## config.mk

```make
export PLATFORM = sky130hd
export DESIGN_NAME = conv_pe_sequencer
export DESIGN_NICKNAME = d
export VERILOG_FILES = /design/src/rtl/conv_pe_sequencer.sv
export SDC_FILE = /design/constraint.sdc
export NUM_CORES = 1
export LEC_CHECK = 0
export BUFFER_PORTS_ARGS = -buffer_cell sky130_fd_sc_hd__buf_2
export CAP_MARGIN = 10
export CORE_MARGIN = 1
export CORE_UTILIZATION = 40
export DETAILED_ROUTE_END_ITERATION = 16
export GPL_ROUTABILITY_DRIVEN = 0
export PLACE_DENSITY = 0.67
export SLEW_MARGIN = 20
export SYNTH_ARGS = -nofsm -noshare
export SYNTH_HDL_FRONTEND = slang
export SYNTH_SLANG_ARGS = --single-unit
export TNS_END_PERCENT = 100
```

## constraint.sdc

```tcl
create_clock -name clk -period 2.86 [get_ports clk]
set_input_delay 0.286 -clock clk [delete_from_list [all_inputs] [get_ports clk]]
set_output_delay 0.286 -clock clk [all_outputs]
set_load 0.005 [all_outputs]
```

## src/rtl/conv_pe_sequencer.sv

```systemverilog
// conv_pe_sequencer: walks one fp16 MAC PE through a KxK conv window,
// fetching operand pairs from two sync-read buffers and handing back the sum.
module conv_pe_sequencer #(
  parameter int DATA_WIDTH  = 16,
  parameter int KERNEL_SIZE = 3,
  parameter int ADDR_WIDTH  = 10
) (
  input  logic                  clk,
  input  logic                  reset,
  input  logic                  start,
  input  logic [ADDR_WIDTH-1:0] img_base,
  input  logic [ADDR_WIDTH-1:0] img_stride,
  input  logic [ADDR_WIDTH-1:0] wgt_base,
  output logic                  busy,
  output logic                  rd_en,
  output logic [ADDR_WIDTH-1:0] img_addr,
  output logic [ADDR_WIDTH-1:0] wgt_addr,
  input  logic [DATA_WIDTH-1:0] img_rdata,
  input  logic [DATA_WIDTH-1:0] wgt_rdata,
  output logic                  pe_clear,
  output logic [DATA_WIDTH-1:0] pe_a,
  output logic [DATA_WIDTH-1:0] pe_b,
  input  logic [DATA_WIDTH-1:0] pe_result,
  output logic                  out_valid,
  input  logic                  out_ready,
  output logic [DATA_WIDTH-1:0] out_data
);
  localparam int CW = KERNEL_SIZE > 1 ? $clog2(KERNEL_SIZE) : 1;
  typedef enum logic [2:0] {IDLE, CLEAR, RUN, DRAIN, OUT} state_t;
  state_t                r_state, w_next;
  logic [CW-1:0]         r_row, r_col;
  logic [ADDR_WIDTH-1:0] r_img_base, r_img_stride, r_wgt_base, r_img_row, r_wgt_row;
  logic                  r_opv, r_pe_clear;
  logic                  w_accept, w_issue, w_col_end, w_last;
  assign w_accept  = r_state == IDLE && start;
  assign w_issue   = r_state == CLEAR || r_state == RUN;
  assign w_col_end = r_col == CW'(KERNEL_SIZE - 1);
  assign w_last    = w_col_end && r_row == CW'(KERNEL_SIZE - 1);
  always_comb begin
    w_next = r_state;
    case (r_state)
      IDLE:       w_next = start ? CLEAR : IDLE;
      CLEAR, RUN: w_next = w_last ? DRAIN : RUN;
      DRAIN:      w_next = OUT;
      OUT:        w_next = out_ready ? IDLE : OUT;
      default:    w_next = IDLE;
    endcase
  end
  // row offsets are accumulated so no multiplier sits in the address path
  always_ff @(posedge clk or posedge reset) begin
    if (reset) begin
      r_state      <= IDLE;
      r_opv        <= 1'b0;
      r_pe_clear   <= 1'b0;
      r_row        <= '0;
      r_col        <= '0;
      r_img_base   <= '0;
      r_img_stride <= '0;
      r_wgt_base   <= '0;
      r_img_row    <= '0;
      r_wgt_row    <= '0;
    end else begin
      r_state    <= w_next;
      r_opv      <= w_issue;
      r_pe_clear <= w_accept;
      if (w_accept) begin
        r_img_base   <= img_base;
        r_img_stride <= img_stride;
        r_wgt_base   <= wgt_base;
        r_row        <= '0;
        r_col        <= '0;
        r_img_row    <= '0;
        r_wgt_row    <= '0;
      end else if (w_issue) begin
        r_col <= w_col_end ? '0 : r_col + 1'b1;
        if (w_col_end) begin
          r_row     <= r_row + 1'b1;
          r_img_row <= r_img_row + r_img_stride;
          r_wgt_row <= r_wgt_row + ADDR_WIDTH'(KERNEL_SIZE);
        end
      end
    end
  end
  assign busy      = r_state != IDLE;
  assign rd_en     = w_issue;
  assign img_addr  = w_issue ? r_img_base + r_img_row + ADDR_WIDTH'(r_col) : '0;
  assign wgt_addr  = w_issue ? r_wgt_base + r_wgt_row + ADDR_WIDTH'(r_col) : '0;
  assign pe_clear  = r_pe_clear;
  assign pe_a      = r_opv ? img_rdata : '0;
  assign pe_b      = r_opv ? wgt_rdata : '0;
  assign out_valid = r_state == OUT;
  assign out_data  = out_valid ? pe_result : '0;
endmodule

```

### After elaboration in Yosys (flattened, before gate mapping)

Cells that the tools add are included.

| word-level totals | value |
|---|---|
| register bits | 59 |
| input bits | 82 |
| output and inout port bits | 72 |
| word-level logic and storage cells | 54 |

| operators by class | value |
|---|---|
| $add $sub $neg | 8 |
| equal/unequal tests | 6 |
| muxes and demuxes | 21 |
| reductions and logical operators | 9 |

Operator list:

| cell | number |
|---|---|
| two-way mux 10 bit | 8 |
| two-way mux 16 bit | 3 |
| adder 10 bit | 3 |
| adder 10 x 2 -> 10 bit | 2 |
| two-way mux 2 bit | 6 |
| case mux 3 bit (4 select lines) | 1 |
| adder 10 x 2 -> 10 bit, second input constant | 1 |
| == test 3 x 2 -> 1 bit, second input constant | 2 |
| adder 2 x 1 -> 2 bit, second input constant | 2 |
| == test 2 bit, second input constant | 2 |
| nonzero test 2 bit | 2 |
| == test 3 x 1 -> 1 bit, second input constant | 1 |
| == test 3 bit, second input constant | 1 |
| logical NOT 3 bit | 1 |
| two-way mux 3 bit | 1 |
| nonzero test 3 bit | 1 |
| logical AND 1 bit | 2 |
| two-way mux 1 bit | 2 |
| AND reduction 2 bit | 1 |
| OR reduction 2 bit | 1 |
| logical OR 1 bit | 1 |

### Logic depth before layout (Yosys ltp)

| logic depth | value |
|---|---|
| depth in word-level cells | 4 |
| mapped depth | 8 |
| mapped depth without buffers | 8 |

### Least setup slack after synthesis

No wires, ideal clock.

| path | value |
|---|---|
| path kind | register -> output |
| start point | reg r_col[1] |
| end point | out wgt_addr[7] |
| data arrival time | 2.394 ns |
| required time | 2.574 ns |
| slack | 0.180 ns |
| stages on the path, launching flop included | 9 |
| path buffers | 0 |
| cells stage by stage | dfrtp_1 > fa_1 > ha_1 > fa_1 > a21o_1 > a21o_1 > a211oi_1 > o21ai_0 > a21oi_1 |

| between the ends | value |
|---|---|
| cells in the longest elaborated chain, start to end | 2 |

RTL lines:

| what | RTL line | source |
|---|---|---|
| from (decl) | 31 | `logic [CW-1:0] r_row, r_col;` |
| from (signal assigned) | 75 | `r_col <= w_col_end ? '0 : r_col + 1'b1;` |
| adder 10 x 2 -> 10 bit | 87 | `assign wgt_addr = w_issue ? r_wgt_base + r_wgt_row + ADDR_WIDTH'(r_col) : '0;` |
| two-way mux 10 bit | 87 |  |
| to (decl) | 17 | `output logic [ADDR_WIDTH-1:0] wgt_addr,` |

Every way passes these cells.

### Final worst setup path

| path | value |
|---|---|
| start point | reg r_col[1] |
| end point | out wgt_addr[9] |

Same word-level chain as after synthesis.

==> reports/summary.txt <==
CP required -> 2.57 ns
Slew HR -> 37.4%
Pre-CTS setup slack -> -0.0215 ns
Tcrit/Tclk final -> 105%
DR vias -> 3555
Type of the worst setup path -> flop to primary output
Area Overhead vs Synth -> 30.5%
I/O pin count -> 154
Post-synth EDFFs -> 0
Largest net degree at the start of global routing -> 33
Syn_nets -> 542
Slew @ Worst Pin -> 0.939 ns
Fin. Hold Viols -> 0
Syn Area/Cell -> 10.0 sq um
# Max-Cap Violations -> 0
Most frequent CP cell -> a21o_1
Run status -> finished, violations left
Most common cell in the netlist -> dfrtp_1
Final WS setup -> -0.144 ns
Root buffer cell -> clkbuf_8
Met3 GRT Util -> 4.97%
Worst path slowest cell -> fa_1
Dominant synthesized flop cell -> dfrtp_1
All-Layer GR Usage -> 18.9%
Fraction of registers with async set/reset -> 100%
CTS tree -> yes
Grt ovf -> 0
Nets -> 705
Switching Share -> 41.0%
Antenna Cells -> 0
R2R Path Start -> r_state[2]
CP Capture Type -> primary output
Synth cell types -> 46
Hold Path Class -> primary input to async pin
Post-synthesis sequential area ratio -> 35.7%
Failing checks -> negative setup slack
Max Freq -> 333 MHz
PwrDens -> 1120 nW/um^2
Switch Pwr -> 0.00248 W
FF+latch count, synth -> 59
Starting Density -> 41.8%
Num Clock Sinks -> 59
Layer with the highest usage -> met2
Post-route ant nets -> 0
RSZ-0062 raised after global routing -> yes
Wire per inst -> 13.7 um
Setup violations, final -> 6
Commonest cells in the netlist -> dfrtp_1 (59), and2_1 (41), ha_1 (41)
Max Buffers Root-to-Sink -> 2
Hold buffer count at CTS -> 0
Hpwl dp -> 7.73 mm
Final Non-Filler Cells -> 713
Clk Latency, worst-skew pair -> 0.33 ns
Syn Inst Count -> 412
Post-route cell area -> 5400 sq um
Pleak -> 2.80 nW
Core Area -> 9910 sq um
Dpl cell area -> 5090 sq um
Combinational Power Share -> 58.9%
Met2 Use GR -> 35.3%
Part of the power in the clock network -> 15.3%
Die footprint -> 10800 sq um
Initial antenna violation count -> 0
Highest net fanout along the worst path -> 3
Top cell type's share of synthesized area -> 35.7%
Die width -> 104 um
Sequential Power Share -> 25.8%
Final wirelength -> 9.77 mm
Beginning of the critical path -> r_col[1]
Largest stage delay on the critical path -> 0.46 ns
Filler instances -> 914
# rows -> 36
Vias per cell -> 4.99
Die height -> 104 um
DR pass1 iterations -> 4
Largest area contributor in the netlist -> dfrtp_1
Max-slew violation count -> 0
Max Clock Skew -> 0.00629 ns
CP arrival -> 2.72 ns
DRC viols -> 0
Fin Hold WS -> 0.0547 ns
Internal -> 0.00357 W
Period minus WS final -> 3.00 ns
CP Launch Type -> flop
First-pass GRT wire length -> 16.5 mm
Post-Syn Area -> 4140 sq um
Worst vdd ir -> 581 uV
Inst Count DP -> 692
Layout cells sized above 1 -> 40.9%
Yosys warning count -> 0
Port bufs -> 153
Cell chain of the critical path -> fa_1 -> ha_2 -> fa_2 -> a21o_1 -> a21o_1 -> a21oi_1 -> o21bai_1 -> mux2i_1 -> buf_2
H-tree Lvls -> 3
Synth area leaders -> dfrtp_1 (36%), ha_1 (12%), mux2_2 (8.2%)
Worst-path clk slew -> 0.07 ns
GR Layer Usage met1 -> 21.9%
Num CTS Buffers -> 9
Number of global-route vias before repair -> 3509
Power, Total -> 0.00606 W
Iter 0 DRT Violations -> 133
==> layer usage <==
layer / vias to the layer above / wire (um)
met4: 0 / 89
met3: 9 / 422
met5: - / 0
met1: 1676 / 4080
li1: 1772 / -
met2: 98 / 5180
==> critical path, delay by kind of cell (launching register included) <==
kind | cells | cell delay, ns
buf+inv | 1 | 0.15
fa+ha+maj | 3 | 1.01
flops | 1 | 0.44
mux | 1 | 0.19
compound gates | 4 | 0.58
==> metrics by stage <==
stage / util (%) / setup TNS (ns)
after floorplan: - / 0
after global placement: 51.3 / 0
after detailed placement: 51.3 / -0.0424
after CTS: 54.2 / -0.659
after global routing: 54.5 / -1.65
final: 54.5 / -0.639
==> flip-flops by register name (all words and copies together), names as in the netlist <==
| register | cells |
|---|---|
| r_wgt_row | 10 |
| r_img_row | 10 |
| r_state | 3 |
| r_img_stride | 10 |
| r_opv | 1 |
| pe_clear | 1 |
| r_img_base | 10 |
| r_wgt_base | 10 |
| r_row | 2 |
| r_col | 2 |
==> cell usage in the layout (no fill, tap or decap), drive strengths merged, types with 2 or more instances in the layout <==
master,n
dfrtp,59
mux2,30
nand2,22
o21ai,18
a21o,6
o21bai,6
and3,16
xor2,4
a21oi,22
o21a,4
xnor2,21
nor3b,4
nor3,3
fa,7
nand4,5
and2,41
buf,170
nor4b,5
ha,41
clkbuf,12
nor2b,2
nand2b,6
nor2,27
mux2i,3
a22o,2
or3,9
o211ai,2
a211oi,2
inv,13
bufinv,3
nand3,3
==> path summary, 6_finish.rpt <==
path / endpoint / slack (ns) / depth (start not counted)
worst max-delay path: wgt_addr[9] / -0.14 / 9
worst min-delay path: pe_clear / 0.05 / 2
worst max register to register: r_wgt_row[9] / 0.55 / 5
worst min register to register: r_row[0] / 0.49 / 1
max in group asynchronous: r_col[0] / 2.11 / 3
min in group clk: r_state[2] / 0.13 / 2
==> layout make-up <==
type	instances	area (sq um)	area share [%]
sequential	59	1480	27.4
inverter	13	48.8	0.903
clock inverter	4	97.6	1.81
timing repair buffer	170	893	16.5
tap	133	166	3.08
clock buffer	12	145	2.69
multi-input combinational	322	2570	47.6
==> power by group through the flow <==
stage | registers [W] | clock network (W) | logic, W
final | 0.00156 | 0.000929 | 0.00357
after global routing | 0.00163 | 0.000992 | 0.00401
after CTS | 0.00157 | 0.000951 | 0.00357
after detailed placement | 0.00159 | 0 | 0.00348
after global placement | 0.00156 | 0 | 0.00342
after floorplan | 0.00143 | 0 | 0.00246
==> kinds of logic (layout without fill, tap and decap cells) <==
kind of cell             Yosys count  count (layout)  share of synthesized area (%)
XOR/XNOR                          25              25                           5.47
multiplexers                      33              33                           8.89
AND/OR/NAND/NOR                  146             146                           20.3
AO/OA/AOI/OAI                     70              70                           10.9
buffers and inverters             31             199                           2.99
flip-flops                        59              59                           35.7
adder cells (fa/ha/maj)           48              48                           15.8
==> timing repair <==
| action | 4_1_cts | 5_1_grt |
|---|---|---|
| setup buffers | 2 | 3 |
| resized for setup | 13 | 3 |
| pin swaps | 14 | 1 |
| setup endpoints to repair | 8 | 8 |
No activity file was read; power rests on OpenSTA's default activity.
